## config.mk

```make
export PLATFORM = sky130hd
export DESIGN_NAME = rv32i_regfile
export DESIGN_NICKNAME = d
export VERILOG_FILES = /design/src/rtl/rv32i_regfile.sv
export SDC_FILE = /design/constraint.sdc
export NUM_CORES = 1
export LEC_CHECK = 0
export BUFFER_PORTS_ARGS = -buffer_cell sky130_fd_sc_hd__clkbuf_2
export CAP_MARGIN = 40
export CORE_ASPECT_RATIO = 1.25
export CORE_MARGIN = 2
export CORE_UTILIZATION = 50
export CTS_CLUSTER_DIAMETER = 30
export DETAILED_ROUTE_END_ITERATION = 16
export GPL_ROUTABILITY_DRIVEN = 0
export PLACE_DENSITY = 0.65
export SYNTH_ARGS = -nofsm -noshare
export SYNTH_HDL_FRONTEND = slang
export SYNTH_SLANG_ARGS = --single-unit
export TNS_END_PERCENT = 30
```

## constraint.sdc

```tcl
create_clock -name clk -period 3.8 [get_ports clk]
set_clock_uncertainty 0.05 [all_clocks]
set_input_delay 0.57 -clock clk [delete_from_list [all_inputs] [get_ports clk]]
set_output_delay 0.57 -clock clk [all_outputs]
set_load 0.05 [all_outputs]
```

## src/rtl/rv32i_regfile.sv

```systemverilog
// RV32I integer register file: one write port, two combinational read ports, x0 hardwired to zero.
// Post-reset scrub zeroes x1..x31; optional third read port under `RF_DEBUG_PORT_EN.
//
// state   | meaning
// S_CLEAR | scrubbing array[r_ptr] <= 0, reads return 0, o_Ready low
// S_READY | normal operation, writeback writes accepted
module rv32i_regfile #(
  parameter int XLEN   = 32,
  parameter bit BYPASS = 1'b1
) (
  input  logic            clk,
  input  logic            reset,
  input  logic [4:0]      i_RegDst,
  input  logic [XLEN-1:0] i_RegWrData,
  input  logic            i_RegWrEn,
  input  logic [4:0]      i_Rs1Addr,
  input  logic [4:0]      i_Rs2Addr,
`ifdef RF_DEBUG_PORT_EN
  input  logic [4:0]      i_DbgAddr,
  output logic [XLEN-1:0] o_DbgData,
`endif
  output logic [XLEN-1:0] o_Rs1Data,
  output logic [XLEN-1:0] o_Rs2Data,
  output logic            o_Ready
);

  typedef enum logic {
    S_CLEAR = 1'b0,
    S_READY = 1'b1
  } state_t;

  state_t          r_state;
  state_t          w_state_nxt;
  logic [4:0]      r_ptr;
  logic [4:0]      w_ptr_nxt;

  logic            w_we;
  logic [4:0]      w_wa;
  logic [XLEN-1:0] w_wd;

  // No reset on the array so it can map onto RAM; the scrub provides the zeroing.
  logic [XLEN-1:0] r_mem [1:31];

  always_ff @(posedge clk or negedge reset) begin
    if (!reset) begin
      r_state <= S_CLEAR;
      r_ptr   <= 5'd1;
    end else begin
      r_state <= w_state_nxt;
      r_ptr   <= w_ptr_nxt;
    end
  end

  always_comb begin
    w_state_nxt = r_state;
    w_ptr_nxt   = r_ptr;
    w_we        = 1'b0;
    w_wa        = i_RegDst;
    w_wd        = i_RegWrData;
    case (r_state)
      S_CLEAR: begin
        w_we = 1'b1;
        w_wa = r_ptr;
        w_wd = '0;
        if (r_ptr == 5'd31) begin
          w_state_nxt = S_READY;
        end else begin
          w_ptr_nxt = r_ptr + 5'd1;
        end
      end
      S_READY: begin
        w_we = i_RegWrEn && (i_RegDst != 5'd0);
      end
      default: begin
        w_state_nxt = S_CLEAR;
      end
    endcase
  end

  always_ff @(posedge clk) begin
    if (w_we) begin
      r_mem[w_wa] <= w_wd;
    end
  end

  function automatic logic [XLEN-1:0] f_read(input logic [4:0] a);
    logic [XLEN-1:0] v;
    v = '0;
    if (r_state == S_READY && a != 5'd0) begin
      if (BYPASS && i_RegWrEn && (i_RegDst == a)) begin
        v = i_RegWrData;
      end else begin
        v = r_mem[a];
      end
    end
    return v;
  endfunction

  always_comb begin
    o_Rs1Data = f_read(i_Rs1Addr);
    o_Rs2Data = f_read(i_Rs2Addr);
  end

`ifdef RF_DEBUG_PORT_EN
  always_comb begin
    o_DbgData = f_read(i_DbgAddr);
  end
`endif

  assign o_Ready = (r_state == S_READY);

endmodule

```

==> impl_metrics.json <==
{
  "syn_avg_cell_area_sq_um": 16.7,
  "dr.first_iter.drc_count": 3865,
  "grt_pass1_vias": 32857,
  "path_class": "primary input to output port",
  "drive_gt1_share_pct": 28.2,
  "overflow": 0,
  "cp_max_fo": 18,
  "antenna_found_initial": 4,
  "via_count": 31667,
  "grt_max_degree": 94,
  "p_total_uw": 29700,
  "tightest_slew_ps": 1070,
  "grt_util_all_layers_pct": 32.7,
  "die-area_sq_mm": 0.0986,
  "yosysWarnings": 0,
  "cellPowerDensity_mw_per_mm2": 512,
  "hpwl_mm": 95.7,
  "routed_wl_mm": 160,
  "clock_latency_ps": 780,
  "io_buffers": 114,
  "coreArea_sq_mm": 0.0957,
  "hold_class": "primary input to async pin",
  "yosys-top-cells-count": "edfxtp_1, mux2i_1, mux4_2",
  "maxCapViolCount": 0,
  "seq_area_frac_synth_pct": 62.3,
  "synth_top_area_share_pct": 62.0,
  "placed_cells": 4257,
  "power_leakage_uw": 0.0201,
  "netlist_instances": 2880,
  "synthToLayoutAreaGrowth_pct": 20.7,
  "fp-row-count": 127,
  "clk_path_buf_depth": 3,
  "ys_ff_latch": 998,
  "postRouteAntennaNets": 0,
  "synth_edf_count": 992,
  "ys_types": 52,
  "setup_viol": 0,
  "dr.pass1.iters": 6,
  "cts-root-buf": "clkbuf_16",
  "syn_nets": 2932,
  "fin_crit_ps": 3740,
  "die_h_microns": 351,
  "async_flop_share_pct": 0.601,
  "path_clk_slew_ps": 50,
  "synth.largest_area_cell": "edfxtp_1",
  "hold_viol_final": 0,
  "period_share_pct": 98.5,
  "numCtsBuffers": 156,
  "fmax_mhz": 267,
  "cp.required_ps": 3180,
  "drv_slew": 0,
  "synthMostInstantiatedCell": "edfxtp_1",
  "clock-sinks": 998,
  "crit_path_end_kind": "output port",
  "fin_area_sq_mm": 0.0580,
  "nets": 3185,
  "rsz0062_at_grt": "false",
  "via_per_inst": 6.95,
  "grt_pass1_wl_mm": 227,
  "ir_drop_mv": 0.487,
  "stdcell_count": 4558,
  "synth_area_sq_mm": 0.0480,
  "wire_per_inst_microns": 35.2,
  "critPathLaunchType": "primary input",
  "setup_tns_ps": 0,
  "postPlaceCellArea_sq_mm": 0.0525,
  "die-width_microns": 281,
  "ys.flop_type": "edfxtp_1",
  "worstPathArrival_ps": 3120,
  "ioPinCount": 115,
  "htree_num_levels": 4,
  "initial_core_util_pct": 50.2,
  "outcome": "complete, no violations",
  "synth_area_leaders": "edfxtp_1, mux4_2, mux2i_1",
  "cts_tree": "built",
  "relSlewSlack_pct": 28.7,
  "drc": 0
}
-- logic make-up after synthesis --
logic type | Yosys count | synth area share [%]
flops | 998 | 62.3
mux | 768 | 22.8
compound gates | 648 | 9.65
buf+inv | 263 | 3.16
simple gates | 194 | 1.90
xor+xnor | 7 | 0.128
fa+ha+maj | 2 | 0.0521
-- layout by cell type (no fill, tap or decap), types with 33 or more instances in the layout --
master	netlist	final
mux2i_1	505	505
a21oi_1	126	126
o21ai_0	45	45
edfxtp_1	992	992
a22oi_1	124	124
a22o_1	62	62
clkbuf_2	0	48
nor2_4	0	35
o211ai_1	64	64
and2_1	35	33
buf_4	50	151
nor2_1	107	73
a221oi_1	64	64
clkbuf_16	0	160
buf_12	6	109
a2111oi_0	60	54
mux4_2	260	260
a211oi_1	66	66
-- where the power goes --
part / internal (uW) / switching (uW) / total [uW]
Sequential: 12200 / 6.16 / 12200
Combinational: 1210 / 1840 / 3050
Clock: 9000 / 5450 / 14500
Total: 22400 / 7300 / 29700
-- critical path: stages --
cell,delay (ps)
buf_6,130
buf_4,240
and2_2,340
buf_12,210
a22oi_1,260
a21oi_1,120
a2111oi_0,570
buf_4,220
a22o_1,240
buf_12,170
-- state kept, by name, indices dropped and copies added (netlist names) --
signal / count
o_Ready: 1
r_mem: 992
r_ptr: 5
-- metrics by stage --
step	util (%)	worst slack (ps)	hold WS (ps)
floorplan	-	337	224
global route	60.6	17.8	127
finish	60.6	56.1	136
global placement	54.5	-154	370
CTS	60.5	40.7	88.9
detailed placement	54.9	79.9	376
-- metal layers --
| layer | part of all wire, % | track usage (%) | up-vias |
|---|---|---|---|
| met3 | 9.9 | 8.36 | 551 |
| met4 | 7.0 | 20.7 | 2 |
| met1 | 35 | 39.3 | 16366 |
| li1 | - | - | 12701 |
| met5 | 0.0075 | 0 | - |
| met2 | 48 | 52.7 | 2047 |
-- final cells by class --
type / instances / area, sq um
Inverter: 10 / 37.5
Clock buffer: 172 / 4060
Timing Repair Buffer: 348 / 4050
Antenna cell: 1 / 2.50
Clock inverter: 120 / 1320
Tap cell: 1290 / 1610
Sequential cell: 998 / 29900
Fill cell: 6892 / 37700
Multi-Input combinational cell: 1619 / 17000
-- worst paths after layout --
path	from	end	slack, ps	cells past startpoint
max	i_Rs1Addr[2]	o_Rs1Data[1]	60	10
min	reset	r_ptr[4]	140	2
max reg2reg	o_Ready	r_mem[1][29]	900	5
min reg2reg	r_ptr[0]	r_ptr[0]	540	1
max in group asynchronous	reset	r_ptr[0]	3310	2
min in group clk	i_RegWrData[22]	r_mem[9][22]	180	2
-- what timing repair did --
item | 4_1_cts | 5_1_grt
hold buffers | 1 | 0
buffers inserted | 1 | 0
hold endpoints to repair | 6 | 0
endpoints found under the setup margin | 53 | 4
resized for setup | 4 | 4
Note: power is estimated with default switching activity, not from simulation.
